==> src/rtl/sd_resp_rx_if.sv <==
// sd_resp_rx_if
//   Bundles the SD CMD-line response receiver's control, serial input and
//   result signals so that the host FSM and the receiver connect as one port.
//   master : host side.   Drives start/long_resp/no_crc and the pad's cmd_in;
//            observes busy/done and the status and response fields.
//   slave  : receiver side (sd_resp_rx).
//   Signals:
//     start      arm pulse, one cycle
//     long_resp  1 = 136-bit R2 frame, 0 = 48-bit frame (sampled with start)
//     no_crc     1 = skip the CRC check (sampled with start)
//     cmd_in     serial CMD line, idle high
//     busy       armed/receiving, through the done cycle
//     done       one-cycle completion pulse
//     timeout    no start bit seen within NCR_MAX cycles
//     crc_ok     computed CRC7 equals the received CRC field
//     frame_err  bad transmission bit or bad end bit
//     resp_data  response payload, right-aligned
//     resp_crc   received CRC7 field
interface sd_resp_rx_if;
    logic         start;
    logic         long_resp;
    logic         no_crc;
    logic         cmd_in;
    logic         busy;
    logic         done;
    logic         timeout;
    logic         crc_ok;
    logic         frame_err;
    logic [119:0] resp_data;
    logic [6:0]   resp_crc;

    modport master (
        output start, long_resp, no_crc, cmd_in,
        input  busy, done, timeout, crc_ok, frame_err, resp_data, resp_crc
    );

    modport slave (
        input  start, long_resp, no_crc, cmd_in,
        output busy, done, timeout, crc_ok, frame_err, resp_data, resp_crc
    );
endinterface

==> src/rtl/sd_resp_rx.sv <==
// sd_resp_rx
//   Receive side of the SD CMD line. Deserialises a 48-bit (R1/R3/R6/R7) or
//   136-bit (R2) response, one bit per clk, MSB first, and checks it with a
//   serial CRC7 (x^7 + x^3 + 1) computed on the fly.
//   Ports:
//     clk    clock; cmd_in sampled on the rising edge
//     reset  asynchronous, active low
//     bus    sd_resp_rx_if.slave -- arm/config inputs, serial line, status
//            and response outputs (see the interface file)
//   Parameter:
//     NCR_MAX  idle-high cycles allowed between arm and start bit
module sd_resp_rx #(
    parameter int NCR_MAX = 64
) (
    input  logic        clk,
    input  logic        reset,
    sd_resp_rx_if.slave bus
);

    localparam int WW = $clog2(NCR_MAX + 1);

    typedef enum logic [1:0] {
        IDLE,
        WAIT_START,
        RECV,
        DONE
    } state_t;

    state_t         state;
    logic [WW-1:0]  wait_cnt;
    logic [7:0]     bit_cnt;
    logic [6:0]     crc;
    logic           long_q;
    logic           no_crc_q;

    logic           busy_q;
    logic           done_q;
    logic           timeout_q;
    logic           crc_ok_q;
    logic           frame_err_q;
    logic [119:0]   data_q;
    logic [6:0]     rcrc_q;

    // Frame layout, as received-bit index (0 = start bit).
    logic [7:0]     last_idx;
    logic [7:0]     data_lo;
    logic [7:0]     data_hi;
    logic           in_data;
    logic           in_crc;
    logic           crc_fb;
    logic [6:0]     crc_nxt;
    logic [WW-1:0]  wait_nxt;

    always_comb begin
        last_idx = long_q ? 8'd135 : 8'd47;
        data_lo  = long_q ? 8'd8   : 8'd0;
        data_hi  = long_q ? 8'd127 : 8'd39;
        in_data  = (bit_cnt >= data_lo) && (bit_cnt <= data_hi);
        in_crc   = (bit_cnt > data_hi) && (bit_cnt < last_idx);
        crc_fb   = crc[6] ^ bus.cmd_in;
        crc_nxt  = {crc[5:0], 1'b0} ^ (crc_fb ? 7'h09 : 7'h00);
        wait_nxt = wait_cnt + WW'(1);
    end

    always_ff @(posedge clk or negedge reset) begin
        if (!reset) begin
            state       <= IDLE;
            wait_cnt    <= '0;
            bit_cnt     <= '0;
            crc         <= '0;
            long_q      <= 1'b0;
            no_crc_q    <= 1'b0;
            busy_q      <= 1'b0;
            done_q      <= 1'b0;
            timeout_q   <= 1'b0;
            crc_ok_q    <= 1'b0;
            frame_err_q <= 1'b0;
            data_q      <= '0;
            rcrc_q      <= '0;
        end else begin
            done_q <= 1'b0;
            case (state)
                IDLE: begin
                    // busy_q is still high during the done cycle, so a start
                    // arriving alongside the done pulse is ignored.
                    if (bus.start && !busy_q) begin
                        long_q      <= bus.long_resp;
                        no_crc_q    <= bus.no_crc;
                        data_q      <= '0;
                        rcrc_q      <= '0;
                        timeout_q   <= 1'b0;
                        crc_ok_q    <= 1'b0;
                        frame_err_q <= 1'b0;
                        wait_cnt    <= '0;
                        bit_cnt     <= '0;
                        crc         <= '0;
                        busy_q      <= 1'b1;
                        state       <= WAIT_START;
                    end else begin
                        busy_q <= 1'b0;
                    end
                end

                WAIT_START: begin
                    if (!bus.cmd_in) begin
                        // The start bit is 0: shifting it into the cleared
                        // data and CRC registers changes neither, so it is
                        // simply consumed here.
                        bit_cnt <= 8'd1;
                        crc     <= '0;
                        state   <= RECV;
                    end else begin
                        wait_cnt <= wait_nxt;
                        if (wait_nxt == WW'(NCR_MAX)) begin
                            timeout_q <= 1'b1;
                            state     <= DONE;
                        end
                    end
                end

                RECV: begin
                    bit_cnt <= bit_cnt + 8'd1;
                    if (bit_cnt == 8'd1 && bus.cmd_in) begin
                        frame_err_q <= 1'b1;
                    end
                    if (in_data) begin
                        data_q <= {data_q[118:0], bus.cmd_in};
                        crc    <= crc_nxt;
                    end
                    if (in_crc) begin
                        rcrc_q <= {rcrc_q[5:0], bus.cmd_in};
                    end
                    if (bit_cnt == last_idx) begin
                        if (!bus.cmd_in) begin
                            frame_err_q <= 1'b1;
                        end
                        state <= DONE;
                    end
                end

                DONE: begin
                    done_q   <= 1'b1;
                    crc_ok_q <= !timeout_q && (no_crc_q || (crc == rcrc_q));
                    state    <= IDLE;
                end

                default: state <= IDLE;
            endcase
        end
    end

    assign bus.busy      = busy_q;
    assign bus.done      = done_q;
    assign bus.timeout   = timeout_q;
    assign bus.crc_ok    = crc_ok_q;
    assign bus.frame_err = frame_err_q;
    assign bus.resp_data = data_q;
    assign bus.resp_crc  = rcrc_q;

endmodule
==> src/flat_wrapper.sv <==
// flat-port wrapper written by rule: the top's interface ports become plain ports
module sd_resp_rx_flat 
#(
    parameter int NCR_MAX = 64
)
  (clk, reset, bus_start, bus_long_resp, bus_no_crc, bus_cmd_in, bus_busy, bus_done, bus_timeout, bus_crc_ok, bus_frame_err, bus_resp_data, bus_resp_crc);
  sd_resp_rx_if bus_i ();
  input  logic clk;
  input  logic reset;
  input wire logic [$bits(bus_i.start)-1:0] bus_start;
  input wire logic [$bits(bus_i.long_resp)-1:0] bus_long_resp;
  input wire logic [$bits(bus_i.no_crc)-1:0] bus_no_crc;
  input wire logic [$bits(bus_i.cmd_in)-1:0] bus_cmd_in;
  output wire logic [$bits(bus_i.busy)-1:0] bus_busy;
  output wire logic [$bits(bus_i.done)-1:0] bus_done;
  output wire logic [$bits(bus_i.timeout)-1:0] bus_timeout;
  output wire logic [$bits(bus_i.crc_ok)-1:0] bus_crc_ok;
  output wire logic [$bits(bus_i.frame_err)-1:0] bus_frame_err;
  output wire logic [$bits(bus_i.resp_data)-1:0] bus_resp_data;
  output wire logic [$bits(bus_i.resp_crc)-1:0] bus_resp_crc;
  assign bus_i.start = bus_start;
  assign bus_i.long_resp = bus_long_resp;
  assign bus_i.no_crc = bus_no_crc;
  assign bus_i.cmd_in = bus_cmd_in;
  assign bus_busy = bus_i.busy;
  assign bus_done = bus_i.done;
  assign bus_timeout = bus_i.timeout;
  assign bus_crc_ok = bus_i.crc_ok;
  assign bus_frame_err = bus_i.frame_err;
  assign bus_resp_data = bus_i.resp_data;
  assign bus_resp_crc = bus_i.resp_crc;
  sd_resp_rx #(.NCR_MAX(NCR_MAX)) u_core (.clk(clk), .reset(reset), .bus(bus_i));
endmodule
==> config.mk <==
export PLATFORM = sky130hd
export DESIGN_NAME = sd_resp_rx_flat
export DESIGN_NICKNAME = d
export VERILOG_FILES = /design/src/rtl/sd_resp_rx_if.sv /design/src/rtl/sd_resp_rx.sv /design/src/flat_wrapper.sv
export SDC_FILE = /design/constraint.sdc
export NUM_CORES = 1
export LEC_CHECK = 0
export ABC_CLOCK_PERIOD_IN_PS = 4100
export BUFFER_PORTS_ARGS = -buffer_cell sky130_fd_sc_hd__buf_2
export CAP_MARGIN = 20
export CORE_MARGIN = 2
export CORE_UTILIZATION = 40
export CTS_CLUSTER_DIAMETER = 150
export CTS_CLUSTER_SIZE = 28
export DETAILED_ROUTE_END_ITERATION = 10
export SLEW_MARGIN = 20
export SYNTH_ARGS = -nofsm -noshare
export SYNTH_HDL_FRONTEND = slang
export SYNTH_SLANG_ARGS = --single-unit
==> constraint.sdc <==
create_clock -name clk -period 4.1 [get_ports clk]
set_input_delay 0.82 -clock clk [delete_from_list [all_inputs] [get_ports clk]]
set_output_delay 0.82 -clock clk [all_outputs]
set_load 0.02 [all_outputs]
==> flow_summary.ini, run 1 <==
[status]
status = completed

[synthesis]
postSynthAreaPerCell_um2 = 8.76
synth_area_leaders = dfrtp_1 48%, nand3_1 15%, nand4_1 8.9%, nand2_1 7.3%, ha_1 2.3%
synth_area_um2 = 8270
async_flop_share_pct = 100
synth_nets = 965
synth_enable_flop_cells = 0
synth-warning-count = 0
synth_top_area_share_pct = 47.8
ys.flop_type = dfrtp_1
ys_ff_latch = 158
synthCells = 944
synth_top_area_cell = dfrtp_1
ys_types = 56
seq_area_frac_synth_pct = 47.8

[final_layout]
diodes = 0
layout_commonest_cell = nand3_1
fillCellCount = 1961
final_layout_size_suffix_gt1_share_pct = 19.8
fin_area_um2 = 9600
fin_cells = 1308
area_delta_synth_final_pct = 16.1
fin_nets = 1046
ff_latch_area_um2 = 3950
mostFrequentLayoutCells = 251 x nand3_1, 160 x nand2_1, 158 x dfrtp_1
multi_input_area_um2 = 3870

[grt]
grt_use_met2_pct = 30.7
grt_pass1_vias = 6990
gr-total-overflow = 0
use_met3_pct = 5.31
grt-busiest-layer = met2
track_usage_pct = 20.5
grt_pass1_wl_um = 37000
antenna_found_initial = 0
gr-usage-met1_pct = 29.6
grt_max_degree = 128

[clocking]
h-tree-depth = 4
numCtsBuffers = 17
cts_resized = 0
clk_pin_slew_ns = 0.07
clkLatencyLatePin_ns = 0.43
ctsLongestPathBuffers = 2
clkSinkCount = 158
holdBufCountCts = 0
cts_tree = yes
cts_setup_buffers = 0
cts-root-buf = clkbuf_16

[sta]
skew_ns = 0.0159
hold_viol = 0
fmax_ghz = 0.362
post-route-period-util_pct = 67.4
final-max-slew-violation-count = 0
hold_slack_ns = 0.423
rsz0062_at_grt = false
finalSetupViolCount = 0
period_needed_ns = 2.77
finalSetupTns_ns = 0
slew_headroom_pct = 42.8
max_slew.worst_pin.slew_ns = 0.858

[hold_path]
min_path_type = in -> async

[run]
drv_cap = 0

[floorplanning]
std_cell_rows = 52
die_h_um = 148
die-width_um = 148
start_util_pct = 40.9
io_pins = 138
design.core.area_um2 = 20200
dieArea_um2 = 21800

[placement]
dp_hpwl_um = 13000
dp_cells = 1276
gp_congestion = 0.815
place_area_um2 = 9050
io_buffers = 137

[route]
routed_wl_um = 21800
drtIter0Drc = 635
viasPerCell = 5.69
vias = 7449
wire_per_inst_um = 16.6
drc_errors = 0
drt_first_pass_iters = 5
antenna_left = 0

[worst_setup_path]
critPathKind = reg -> reg
start_kind = flip-flop
crit_arrival_ns = 3.12
worstPathRequired_ns = 4.46
crit_fanout = 38
critPathCaptureType = flip-flop

[pwr]
p_leak_nw = 4.76
powerDensity_nw_per_um2 = 596
ir_worst_vdd_uv = 413
[cells in the mapped netlist (10+ instances only)]
master / n
buf_1: 12
buf_2: 27
buf_6: 10
clkbuf_1: 39
dfrtp_1: 158
ha_1: 15
inv_1: 10
nand2_1: 160
nand3_1: 251
nand4_1: 118
nor2_1: 19
o21ai_0: 26
[area by class of cell]
type | count | share of cell area, %
repair buffers | 152 | 8.85
flip-flops and latches | 158 | 41.2
multi-input cells | 685 | 40.4
well taps | 270 | 3.52
inverters | 11 | 0.430
clock inverters | 11 | 0.873
clock buffers | 21 | 4.80
[path summary, 6_finish.rpt]
check	startpoint	end	slack [ns]	cells past startpoint
setup / recovery	u_core.long_q	u_core.bus.resp_data[66]	1.33	8
hold / removal	reset	u_core.wait_cnt[6]	0.42	1
setup reg to reg	u_core.long_q	u_core.bus.resp_data[66]	1.33	8
hold reg to reg	u_core.bus.resp_data[0]	u_core.bus.resp_data[0]	0.51	2
max in group asynchronous	reset	u_core.bus.resp_data[11]	2.82	2
min in group clk	u_core.bus.resp_data[0]	u_core.bus.resp_data[0]	0.51	2
[routing by layer]
metal	vias up	share of wire [%]
li1	3609	-
met4	0	0.85
met1	3658	47
met3	10	5.3
met5	-	0
met2	172	47
[logic make-up after synthesis]
kind of cell	count (synthesis)	synth area share, %
muxes	4	0.529
xor gates and xnor gates	9	0.953
adders and majority gates	15	2.27
AOI/OAI and AO/OA	82	7.73
buffers and inverters	101	5.99
DFF	158	47.8
and+or+nand+nor	575	34.7
[power breakdown]
part           switching (W)  internal (W)
logic                0.00188      0.000524
registers           0.000148       0.00168
clock network       0.000671      0.000813
total                0.00270       0.00302
[state kept, by name, summed over array words and instances, names as in the netlist]
register / flops
u_core.bus.busy: 1
u_core.wait_cnt: 7
u_core.bus.resp_crc: 7
u_core.crc: 7
u_core.bus.resp_data: 120
u_core.bus.crc_ok: 1
u_core.bus.done: 1
u_core.bus.timeout: 1
u_core.long_q: 1
u_core.bus.frame_err: 1
u_core.bit_cnt: 8
u_core.no_crc_q: 1
u_core.state: 2
[stage by stage]
step,utilization [%],worst slack [ns],power [W]
after CTS,47.4,1.14,0.00577
after floorplan,-,1.99,0.00368
after global routing,47.5,1.10,0.00611
after global placement,44.7,1.25,0.00427
after detailed placement,44.7,1.16,0.00427
final,47.5,1.33,0.00572
[critical path, cell delays in order, from the launching register on]
cell     delay, ns
dfrtp_1       0.43
inv_1         0.12
ha_1          0.32
a21o_1        0.16
a31oi_1       0.40
o211a_4       0.48
buf_4         0.45
nand4_1       0.16
nand3_1       0.14
No activity file was read; power rests on OpenSTA's default activity.
==> run 2, diff against run 1 <==
Settings changed: ABC_AREA from default to 1, ABC_CLOCK_PERIOD_IN_PS 4100 to 2740.
Clock period 4.1 ns to 2.74 ns, I/O delays scaled along.
==> run 2 against run 1 <==
  * Critical path depth is 1 higher
  * Largest power group is now registers
  * Clock skew is 0.0055 ns lower
  * Largest cell class unchanged
  * Maximum frequency grew 20%
  * Core utilization rose by 0.89 points
  * Hold slack worse by 0.33 ns
  * Global-route usage is 1.4 points lower
  * Sequential cell count did not move
  * Setup slack worse by 0.90 ns
  * Sequential power is 44% higher
==> flow_summary.ini, run 2 <==
[sta]
hold_slack_ns = 0.0927
hold_viol = 0
final-max-slew-violation-count = 0
finalSetupViolCount = 0
skew_ns = 0.0103
max_slew.worst_pin.slew_ns = 0.587
post-route-period-util_pct = 84.1
period_needed_ns = 2.31
fmax_ghz = 0.434
rsz0062_at_grt = false
slew_headroom_pct = 60.8
finalSetupTns_ns = 0

[worst_setup_path]
start_kind = flip-flop
path_delay_family = buffers and inverters
worst-path-buf-inv = 4
crit_arrival_ns = 2.67
critPathCaptureType = flip-flop
critPathKind = reg -> reg
cpPeakStageDelay_ns = 0.44
cp_slowest_cell = buf_4
crit_fanout = 39
cpMostUsedCell = inv_2
path_cells = inv_1 > ha_1 > inv_2 > nor3_4 > inv_2 > o21ai_4 > buf_4 > nand3b_1 > nand2_1
worstPathRequired_ns = 3.10

[final_layout]
fin_cells = 1352
layout_commonest_cell = nand2_1
fin_util_pct = 48.3
diodes = 0
mostFrequentLayoutCells = 458 x nand2_1, 158 x dfrtp_1, 136 x buf_2
area_delta_synth_final_pct = 19.6
fin_nets = 1096
final_layout_size_suffix_gt1_share_pct = 17.5
largest_register_ffs = 120

[placement]
dp_hpwl_um = 11800
gp_congestion = 0.802
dp_cells = 1321
io_buffers = 137

[grt]
grt_max_degree = 93
grt_pass1_wl_um = 31600
gr-total-overflow = 0
grt_pass1_vias = 6088
antenna_found_initial = 0
track_usage_pct = 19.0

[clocking]
clk_pin_slew_ns = 0.06
cts_resized = 0
clkSinkCount = 158
clkLatencyLatePin_ns = 0.43
cts_tree = yes
ctsLongestPathBuffers = 2
h-tree-depth = 4
cts_setup_buffers = 0
numCtsBuffers = 17
holdBufCountCts = 0
cts-root-buf = clkbuf_16

[floorplanning]
die_h_um = 144
die-width_um = 144
io_pins = 138
dieArea_um2 = 20700
std_cell_rows = 51
design.core.area_um2 = 19300
start_util_pct = 40.4

[route]
viasPerCell = 4.81
drc_errors = 0
wire_per_inst_um = 13.9
vias = 6499
wirelength_met1_um = 8980
maxUsedRoutingLayer = met4
dr_wl_met3_um = 893
drt_first_pass_iters = 7
met2_length_um = 8670
routed_wl_um = 18900
drtIter0Drc = 532
antenna_left = 0

[pwr]
ir_worst_vdd_uv = 578
powerDensity_nw_per_um2 = 802
p_leak_nw = 5.14

[synthesis]
synth-warning-count = 0
async_flop_share_pct = 100
ys_types = 25
synth_commonest_cells = 460 x nand2_1, 158 x dfrtp_1, 130 x nand3b_1
ys_ff_latch = 158
synth_top_area_cell = dfrtp_1
synth_enable_flop_cells = 0
yosysMostFrequentCell = nand2_1
synth_area_leaders = dfrtp_1 51%, nand2_1 22%, nand3b_1 12%, buf_2 2.6%, ha_1 2.4%
synth_top_area_share_pct = 50.6
seq_area_frac_synth_pct = 50.6
synthCells = 961
ys.flop_type = dfrtp_1
postSynthAreaPerCell_um2 = 8.13
synth_nets = 982
synth_area_um2 = 7810

[hold_path]
min_path_type = in -> async

[run]
drv_cap = 0

[status]
status = completed
==> run 2: kinds of logic (layout without fill, tap and decap cells) <==
logic type | after synthesis | after routing | synth area share (%)
xor+xnor | 9 | 9 | 1.01
flops | 158 | 158 | 50.6
simple gates | 638 | 638 | 37.6
compound gates | 39 | 39 | 2.82
fa+ha+maj | 15 | 15 | 2.40
buf+inv | 102 | 228 | 5.60
==> run 2: power by group <==
part           switching, W  total (W)  internal (W)
clock network      0.000989    0.00236       0.00137
registers          0.000151    0.00264       0.00249
logic               0.00190    0.00250      0.000605
total               0.00304    0.00750       0.00446
==> run 2: worst reg2reg max path, delay by kind of cell (launching register included) <==
| family | cells | cell delay (ns) |
|---|---|---|
| buffers and inverters | 4 | 0.80 |
| and+or+nand+nor | 3 | 0.60 |
| adders and majority gates | 1 | 0.30 |
| AOI/OAI and AO/OA | 1 | 0.14 |
| DFF | 1 | 0.41 |
==> run 2: path summary, 6_finish.rpt <==
check / depth (start not counted) / startpoint / slack, ns / end
min in group clk: 3 / bus_no_crc / 0.33 / u_core.no_crc_q
worst max register to register: 9 / u_core.state[0] / 0.43 / u_core.bus.resp_data[24]
worst max-delay path: 9 / u_core.state[0] / 0.43 / u_core.bus.resp_data[24]
worst min-delay path: 1 / reset / 0.09 / u_core.wait_cnt[2]
max in group asynchronous: 2 / reset / 1.87 / u_core.bus.resp_data[5]
worst min register to register: 2 / u_core.bus.resp_data[119] / 0.48 / u_core.bus.resp_data[119]
==> run 2: metrics by stage <==
step                      area (µm²)  power [W]  setup WS [ns]
after floorplan                 7810    0.00446          0.949
after global placement          8770    0.00524          0.423
after detailed placement        8770    0.00522          0.420
after CTS                       9350    0.00761          0.399
after global routing            9350    0.00802          0.218
final                           9350    0.00750          0.434
==> run 2: routing by layer <==
layer	global-route usage (%)	up-vias
li1	-	3267
met1	26.7	3083
met3	4.37	25
met4	6.19	0
met2	29.1	124
met5	0	-
==> run 2: final cells by class <==
cell class              count  area (µm²)
inverters                  45         169
well taps                 265         332
clock buffers              19         443
fillers                  1891        9990
clock inverters            12         139
multi-input cells         701        3460
repair buffers            152         855
flip-flops and latches    158        3950
